### config.mk
export PLATFORM = sky130hd
export DESIGN_NAME = conv_weight_sched_flat
export DESIGN_NICKNAME = d
export VERILOG_FILES = /design/src/rtl/conv_weight_sched_if.sv /design/src/rtl/conv_weight_sched.sv /design/src/flat_wrapper.sv
export SDC_FILE = /design/constraint.sdc
export NUM_CORES = 1
export LEC_CHECK = 0
export ABC_CLOCK_PERIOD_IN_PS = 2800
export BUFFER_PORTS_ARGS = -buffer_cell sky130_fd_sc_hd__buf_2
export CAP_MARGIN = 10
export CELL_PAD_IN_SITES_DETAIL_PLACEMENT = 1
export CELL_PAD_IN_SITES_GLOBAL_PLACEMENT = 2
export CORE_ASPECT_RATIO = 2
export CORE_UTILIZATION = 43
export CTS_CLUSTER_DIAMETER = 30
export DETAILED_ROUTE_END_ITERATION = 10
export PLACE_DENSITY_LB_ADDON = 0.2
export RECOVER_POWER = 25
export SYNTH_ARGS = -nofsm -noshare
export SYNTH_HDL_FRONTEND = slang
export SYNTH_SLANG_ARGS = --single-unit
### constraint.sdc
create_clock -name clk -period 2.8 [get_ports clk]
set_input_delay 0.14 -clock clk [delete_from_list [all_inputs] [get_ports clk]]
set_output_delay 0.14 -clock clk [all_outputs]
set_load 0.01 [all_outputs]
### src/rtl/conv_weight_sched_if.sv
// Weight-ROM read port and weight-stream handshake of conv_weight_sched.
// master: the scheduler side, slave: the ROM/datapath side.
interface conv_weight_sched_if #(
  parameter int unsigned NUM_KERNELS  = 4,
  parameter int unsigned WEIGHT_WIDTH = 8,
  parameter int unsigned ROM_AW       = 8
);
  logic                              rom_en;
  logic [ROM_AW-1:0]                 rom_addr;
  logic [WEIGHT_WIDTH-1:0]           rom_dout;
  logic                              w_valid;
  logic                              w_ready;
  logic [WEIGHT_WIDTH*NUM_KERNELS-1:0] w_data;
  logic                              w_last;

  modport master (
    output rom_en, rom_addr, w_valid, w_data, w_last,
    input  rom_dout, w_ready
  );

  modport slave (
    input  rom_en, rom_addr, w_valid, w_data, w_last,
    output rom_dout, w_ready
  );
endinterface

### src/rtl/conv_weight_sched.sv
// Loads one layer's kernel weights from ROM into a bank, then replays them NUM_PASSES times.
// Optional macro WSCHED_ZERO_WHEN_IDLE_EN: zero w_data/w_last whenever w_valid is low.
module conv_weight_sched #(
  parameter int unsigned KERNEL_SIZE  = 32,
  parameter int unsigned NUM_KERNELS  = 4,
  parameter int unsigned WEIGHT_WIDTH = 8,
  parameter int unsigned ROM_AW       = 8,
  parameter int unsigned NUM_PASSES   = 4
) (
  input  logic                clk,
  input  logic                rst_n,
  input  logic                start,
  output logic                busy,
  output logic                done,
  conv_weight_sched_if.master bus
);
  localparam int unsigned Total = KERNEL_SIZE * NUM_KERNELS;
  localparam int unsigned Tw    = (KERNEL_SIZE > 1) ? $clog2(KERNEL_SIZE) : 1;
  localparam int unsigned Pw    = (NUM_PASSES > 1) ? $clog2(NUM_PASSES) : 1;
  localparam int unsigned Iw    = (Total > 1) ? $clog2(Total) : 1;
  localparam int unsigned Dw    = WEIGHT_WIDTH * NUM_KERNELS;

  localparam logic [ROM_AW-1:0] LastAddr = ROM_AW'(Total - 1);
  localparam logic [Tw-1:0]     LastTap  = Tw'(KERNEL_SIZE - 1);
  localparam logic [Pw-1:0]     LastPass = Pw'(NUM_PASSES - 1);

  typedef enum logic [1:0] {StIdle, StLoad, StStream, StDone} state_e;

  state_e                  state_q;
  logic                    rom_en_q;
  logic [ROM_AW-1:0]       rom_addr_q;
  logic                    cap_en_q;
  logic [Iw-1:0]           cap_addr_q;
  logic [Tw-1:0]           tap_q;
  logic [Pw-1:0]           pass_q;
  logic                    w_valid_q;
  logic [Dw-1:0]           w_data_q;
  logic                    w_last_q;
  logic                    busy_q;
  logic                    done_q;

  logic [WEIGHT_WIDTH-1:0] bank [Total];

  logic [Tw-1:0]           next_tap;
  logic [Dw-1:0]           next_data;
  logic [Iw-1:0]           idx;

  // Tap to present after the current beat; a just-captured word is forwarded
  // so the t=0 preload never depends on the bank write having landed.
  always_comb begin
    next_tap = '0;
    if (state_q == StStream && tap_q != LastTap) begin
      next_tap = tap_q + 1'b1;
    end
    next_data = '0;
    idx       = '0;
    for (int k = 0; k < NUM_KERNELS; k++) begin
      idx = Iw'(k * KERNEL_SIZE + 32'(next_tap));
      if (cap_en_q && cap_addr_q == idx) begin
        next_data[k*WEIGHT_WIDTH +: WEIGHT_WIDTH] = bus.rom_dout;
      end else begin
        next_data[k*WEIGHT_WIDTH +: WEIGHT_WIDTH] = bank[idx];
      end
    end
  end

  always_ff @(posedge clk) begin
    if (cap_en_q) begin
      bank[cap_addr_q] <= bus.rom_dout;
    end
  end

  always_ff @(posedge clk or negedge rst_n) begin
    if (!rst_n) begin
      state_q    <= StIdle;
      rom_en_q   <= 1'b0;
      rom_addr_q <= '0;
      cap_en_q   <= 1'b0;
      cap_addr_q <= '0;
      tap_q      <= '0;
      pass_q     <= '0;
      w_valid_q  <= 1'b0;
      w_data_q   <= '0;
      w_last_q   <= 1'b0;
      busy_q     <= 1'b0;
      done_q     <= 1'b0;
    end else begin
      cap_en_q   <= rom_en_q;
      cap_addr_q <= rom_addr_q[Iw-1:0];
      done_q     <= 1'b0;
      unique case (state_q)
        StIdle: begin
          if (start) begin
            state_q    <= StLoad;
            busy_q     <= 1'b1;
            rom_en_q   <= 1'b1;
            rom_addr_q <= '0;
          end
        end
        StLoad: begin
          if (rom_en_q) begin
            if (rom_addr_q == LastAddr) begin
              rom_en_q   <= 1'b0;
              rom_addr_q <= '0;
            end else begin
              rom_addr_q <= rom_addr_q + 1'b1;
            end
          end else if (cap_en_q) begin
            // Final word lands this cycle; start streaming with tap 0 preloaded.
            state_q   <= StStream;
            tap_q     <= '0;
            pass_q    <= '0;
            w_valid_q <= 1'b1;
            w_data_q  <= next_data;
            w_last_q  <= (LastTap == '0);
          end
        end
        StStream: begin
          if (w_valid_q && bus.w_ready) begin
            tap_q <= next_tap;
            if (tap_q == LastTap && pass_q == LastPass) begin
              state_q   <= StDone;
              pass_q    <= '0;
              w_valid_q <= 1'b0;
              busy_q    <= 1'b0;
              done_q    <= 1'b1;
`ifdef WSCHED_ZERO_WHEN_IDLE_EN
              w_data_q  <= '0;
              w_last_q  <= 1'b0;
`endif
            end else begin
              if (tap_q == LastTap) begin
                pass_q <= pass_q + 1'b1;
              end
              w_data_q <= next_data;
              w_last_q <= (next_tap == LastTap);
            end
          end
        end
        StDone: begin
          state_q <= StIdle;
        end
        default: begin
          state_q <= StIdle;
        end
      endcase
    end
  end

  assign bus.rom_en   = rom_en_q;
  assign bus.rom_addr = rom_addr_q;
  assign bus.w_valid  = w_valid_q;
  assign bus.w_data   = w_data_q;
  assign bus.w_last   = w_last_q;
  assign busy         = busy_q;
  assign done         = done_q;
endmodule

### src/flat_wrapper.sv
// flat-port wrapper written by rule: the top's interface ports become plain ports
module conv_weight_sched_flat 
#(
  parameter int unsigned KERNEL_SIZE  = 32,
  parameter int unsigned NUM_KERNELS  = 4,
  parameter int unsigned WEIGHT_WIDTH = 8,
  parameter int unsigned ROM_AW       = 8,
  parameter int unsigned NUM_PASSES   = 4
)
  (clk, rst_n, start, busy, done, bus_rom_en, bus_rom_addr, bus_w_valid, bus_w_data, bus_w_last, bus_rom_dout, bus_w_ready);
  conv_weight_sched_if #(.NUM_KERNELS(NUM_KERNELS), .WEIGHT_WIDTH(WEIGHT_WIDTH), .ROM_AW(ROM_AW)) bus_i ();
  input  logic clk;
  input  logic rst_n;
  input  logic start;
  output logic busy;
  output logic done;
  output wire logic [$bits(bus_i.rom_en)-1:0] bus_rom_en;
  output wire logic [$bits(bus_i.rom_addr)-1:0] bus_rom_addr;
  output wire logic [$bits(bus_i.w_valid)-1:0] bus_w_valid;
  output wire logic [$bits(bus_i.w_data)-1:0] bus_w_data;
  output wire logic [$bits(bus_i.w_last)-1:0] bus_w_last;
  input wire logic [$bits(bus_i.rom_dout)-1:0] bus_rom_dout;
  input wire logic [$bits(bus_i.w_ready)-1:0] bus_w_ready;
  assign bus_rom_en = bus_i.rom_en;
  assign bus_rom_addr = bus_i.rom_addr;
  assign bus_w_valid = bus_i.w_valid;
  assign bus_w_data = bus_i.w_data;
  assign bus_w_last = bus_i.w_last;
  assign bus_i.rom_dout = bus_rom_dout;
  assign bus_i.w_ready = bus_w_ready;
  conv_weight_sched #(.KERNEL_SIZE(KERNEL_SIZE), .NUM_KERNELS(NUM_KERNELS), .WEIGHT_WIDTH(WEIGHT_WIDTH), .ROM_AW(ROM_AW), .NUM_PASSES(NUM_PASSES)) u_core (.clk(clk), .rst_n(rst_n), .start(start), .busy(busy), .done(done), .bus(bus_i));
endmodule
==> impl_results.md <==
- Final Hold Fails: 0
- Vias: 27100
- Yosys reg bits: 1086
- Die Y: 452 um
- Gr ovfl total: 0
- Ant diodes: 0
- Worst hold path type: in -> reg
- Kind of critical path: reg -> reg
- CTS sink count: 1086
- Drt total wl: ~140 mm
- First-pass GRT wire length: 203 mm
- Final setup viols: about 140
- Most frequent cells in the layout: edfxtp_1, buf_4, nor2_1
- Max Freq: 0.324 GHz
- Post-layout nets: 3163
- Post-Layout Inst Area: 0.0542 mm2
- CTS clk-pin slew, worst paths: 60 ps
- Static Leak: 0.0182 uW
- Crit end category: flop
- Die area: 0.103 mm2
- Syn nets: approximately 2700
- Placement row count: 164
- HPWL after DPL: approximately 95 mm
- # port buffers: 56
- Number of CTS-inserted buffers: 137
- Number of global-route vias before repair: 29400
- Req. time, crit path: 3430 ps
- Unrepaired setup endpoints after global routing: true
- Wire per inst: 31.1 um
- DRT iter0 DRCs: 1853
- Area grow syn2layout: 24.4%
- DRT Pass-1 Iters: 5
- Final WS setup: -288 ps
- ANT nets after route: 0
- Vias per cell: 5.91
- Share of post-route cells with drive strength above 1: 28.5%
- Syn_area_per_cell: 16.2 um2
- Startpoint Class: flop
- Max_slew headroom: -68.5%
- Synth warn: 0
- Width of the die: about 230 um
- Crit share post-route: 110%
- Routability Congestion: 0.856
- Fillers: 9415
- Initial antenna violation count: 0
- Post-layout util: a little over half
- Htree depth: 4
- Core box area: 0.100 mm2
- Ports: 57
- Post-synth EDFFs: 1024
- Max Cap Viol: 7
- Largest net degree at the start of global routing: 65
- Run status: finished, violations left
- Slew @ Worst Pin: 2530 ps
- Later-pin clock latency in the skew report: 780 ps
- Worst Skew: about 28 ps
- Drc violations: 0
- Arr. time, crit path: 3720 ps
- Area after DPL: 0.0485 mm2
- Ys async rst share: about 5.7%
- Cells after Synth: 2697
- Failing checks: capacitance limit, slew limit, setup timing
- Tot GR Track Use: 28.1%
- PwrDens: 993 mW/mm2
- Max-slew violation count: around 260
- Commonest non-fill, non-tap cell in the layout: edfxtp_1
- Root Driver: clkbuf_16
- Seq/Total Area, Yosys: between 70% and 80%
- Clock buffer depth: 3
- Post-Syn Area: approximately 0.044 mm2
- Initial core utilization: between 40% and 50%
- Library cells used by synthesis: 67
- CP max FO: 6
- Period minus WS final: 3090 ps
- Peak supply drop: 0.724 mV
- CTS tree: yes
- Dominant synthesized flop cell: edfxtp_1
[worst max-delay path: stages (launching register included)]
cell	delay (ps)
dfrtp_4	490
ha_4	170
and3_4	180
ha_4	190
or3b_4	490
buf_12	190
buf_12	120
mux4_2	410
a22o_1	220
a211o_1	240
o211ai_1	160
a31oi_1	100
[flip-flops by register name (all words and copies together), names as in the netlist, 2 cells and up]
register and cells:
u_core.cap_addr_q 7, u_core.tap_q 5, u_core.bus.rom_addr 8, u_core.pass_q 2, u_core.state_q 2, u_core.bus.w_data 32
u_core.bank 1024
[Yosys cell counts, types with 8 or more instances]
cell type	n	share of area [%]
mux2i_1	125	2.9
and2_1	8	0.11
or3_1	28	0.40
a2111oi_0	9	0.18
a211o_1	39	0.78
and3_1	8	0.11
a2bb2oi_1	11	0.22
clkbuf_1	107	0.92
nand3_1	42	0.48
a221oi_1	8	0.16
a22oi_1	8	0.14
nand4_1	10	0.14
nor2_1	194	1.7
o311ai_1	21	0.42
a31oi_1	37	0.53
nand2_1	192	1.7
nor2b_1	8	0.11
buf_4	8	0.14
a22o_1	33	0.66
o21ai_0	100	1.1
nor3b_1	11	0.19
a21oi_1	120	1.4
buf_1	15	0.13
mux4_2	99	5.1
inv_1	11	0.095
a21boi_0	20	0.34
dfrtp_1	62	3.6
o22ai_1	64	0.92
edfxtp_1	1024	71
o211ai_1	75	1.3
o221ai_1	35	0.70
buf_2	57	0.65
mux2_2	23	0.59
[stage by stage]
stage	setup WS (ps)	hold slack (ps)	total power (uW)	TNS [ps]	std cells
after detailed placement	-425	267	34800	-11090	4293
after floorplan	18.9	-156	27600	0	2697
after CTS	-310	229	53700	-6770	4579
after global placement	-398	264	34500	-9240	4293
after global routing	-351	303	55500	-25970	4584
final	-288	286	53900	-9320	4584
[cell type report]
| cell class | instances | area [um2] | area share [%] |
|---|---|---|---|
| Inverter | 13 | 51.3 | 0.0946 |
| Clock inverter | 103 | 1230 | 2.27 |
| Timing Repair Buffer | 499 | 4560 | 8.41 |
| Clock buffer | 148 | 3520 | 6.49 |
| Tap cell | 1328 | 1660 | 3.06 |
| Sequential cell | 1086 | 32300 | 59.6 |
| Multi-Input combinational cell | 1407 | 10900 | 20.1 |
[final timing paths]
check | slack (ps) | start | depth (start not counted) | end
max | -290 | u_core.tap_q[0]$_DFFE_PN0P_ | 11 | u_core.bus.w_data[0]$_DFFE_PN0P_
min | 290 | start | 4 | u_core.bus.rom_en$_DFFE_PN0P_
max reg2reg | -290 | u_core.tap_q[0]$_DFFE_PN0P_ | 11 | u_core.bus.w_data[0]$_DFFE_PN0P_
min reg2reg | 490 | u_core.bus.rom_addr[6]$_DFFE_PN0P_ | 0 | u_core.cap_addr_q[6]$_DFF_PN0_
max in group asynchronous | 340 | rst_n | 3 | u_core.bus.w_data[6]$_DFFE_PN0P_
min in group asynchronous | 1160 | rst_n | 3 | u_core.bus.w_data[14]$_DFFE_PN0P_
[power by group]
group / switching, uW / leakage [uW] / internal (uW) / total, uW
sequential: 497 / 0.00995 / 18300 / 18800
clock: 7360 / 0.00228 / 10800 / 18200
combinational: 9730 / 0.00596 / 7150 / 16900
[per-layer routing]
metal  vias up  share of wire, %  track usage, %
met3       340               3.9            4.05
met2       811                54            50.5
li1      11700                 -               -
met1     14300                36            31.1
met5         -                 0               0
met4         0               6.3            16.2
[kinds of logic after synthesis]
group | share of synthesized area [%]
AOI/OAI and AO/OA | 9.59
xor gates and xnor gates | 0.158
adders and majority gates | 0.201
buffers and inverters | 2.06
DFF | 74.1
muxes | 8.61
and+or+nand+nor | 5.31
[what timing repair did]
action | 4_1_cts | 5_1_grt
cloned | 4 | 2
resized for setup | 93 | 50
buffers inserted | 19 | 5
endpoints found under the setup margin | 32 | 32
hold endpoints to repair | 371 | 0
hold buffers | 14 | 0
pin swaps | 43 | 34
(Power assumes the default switching activity.)
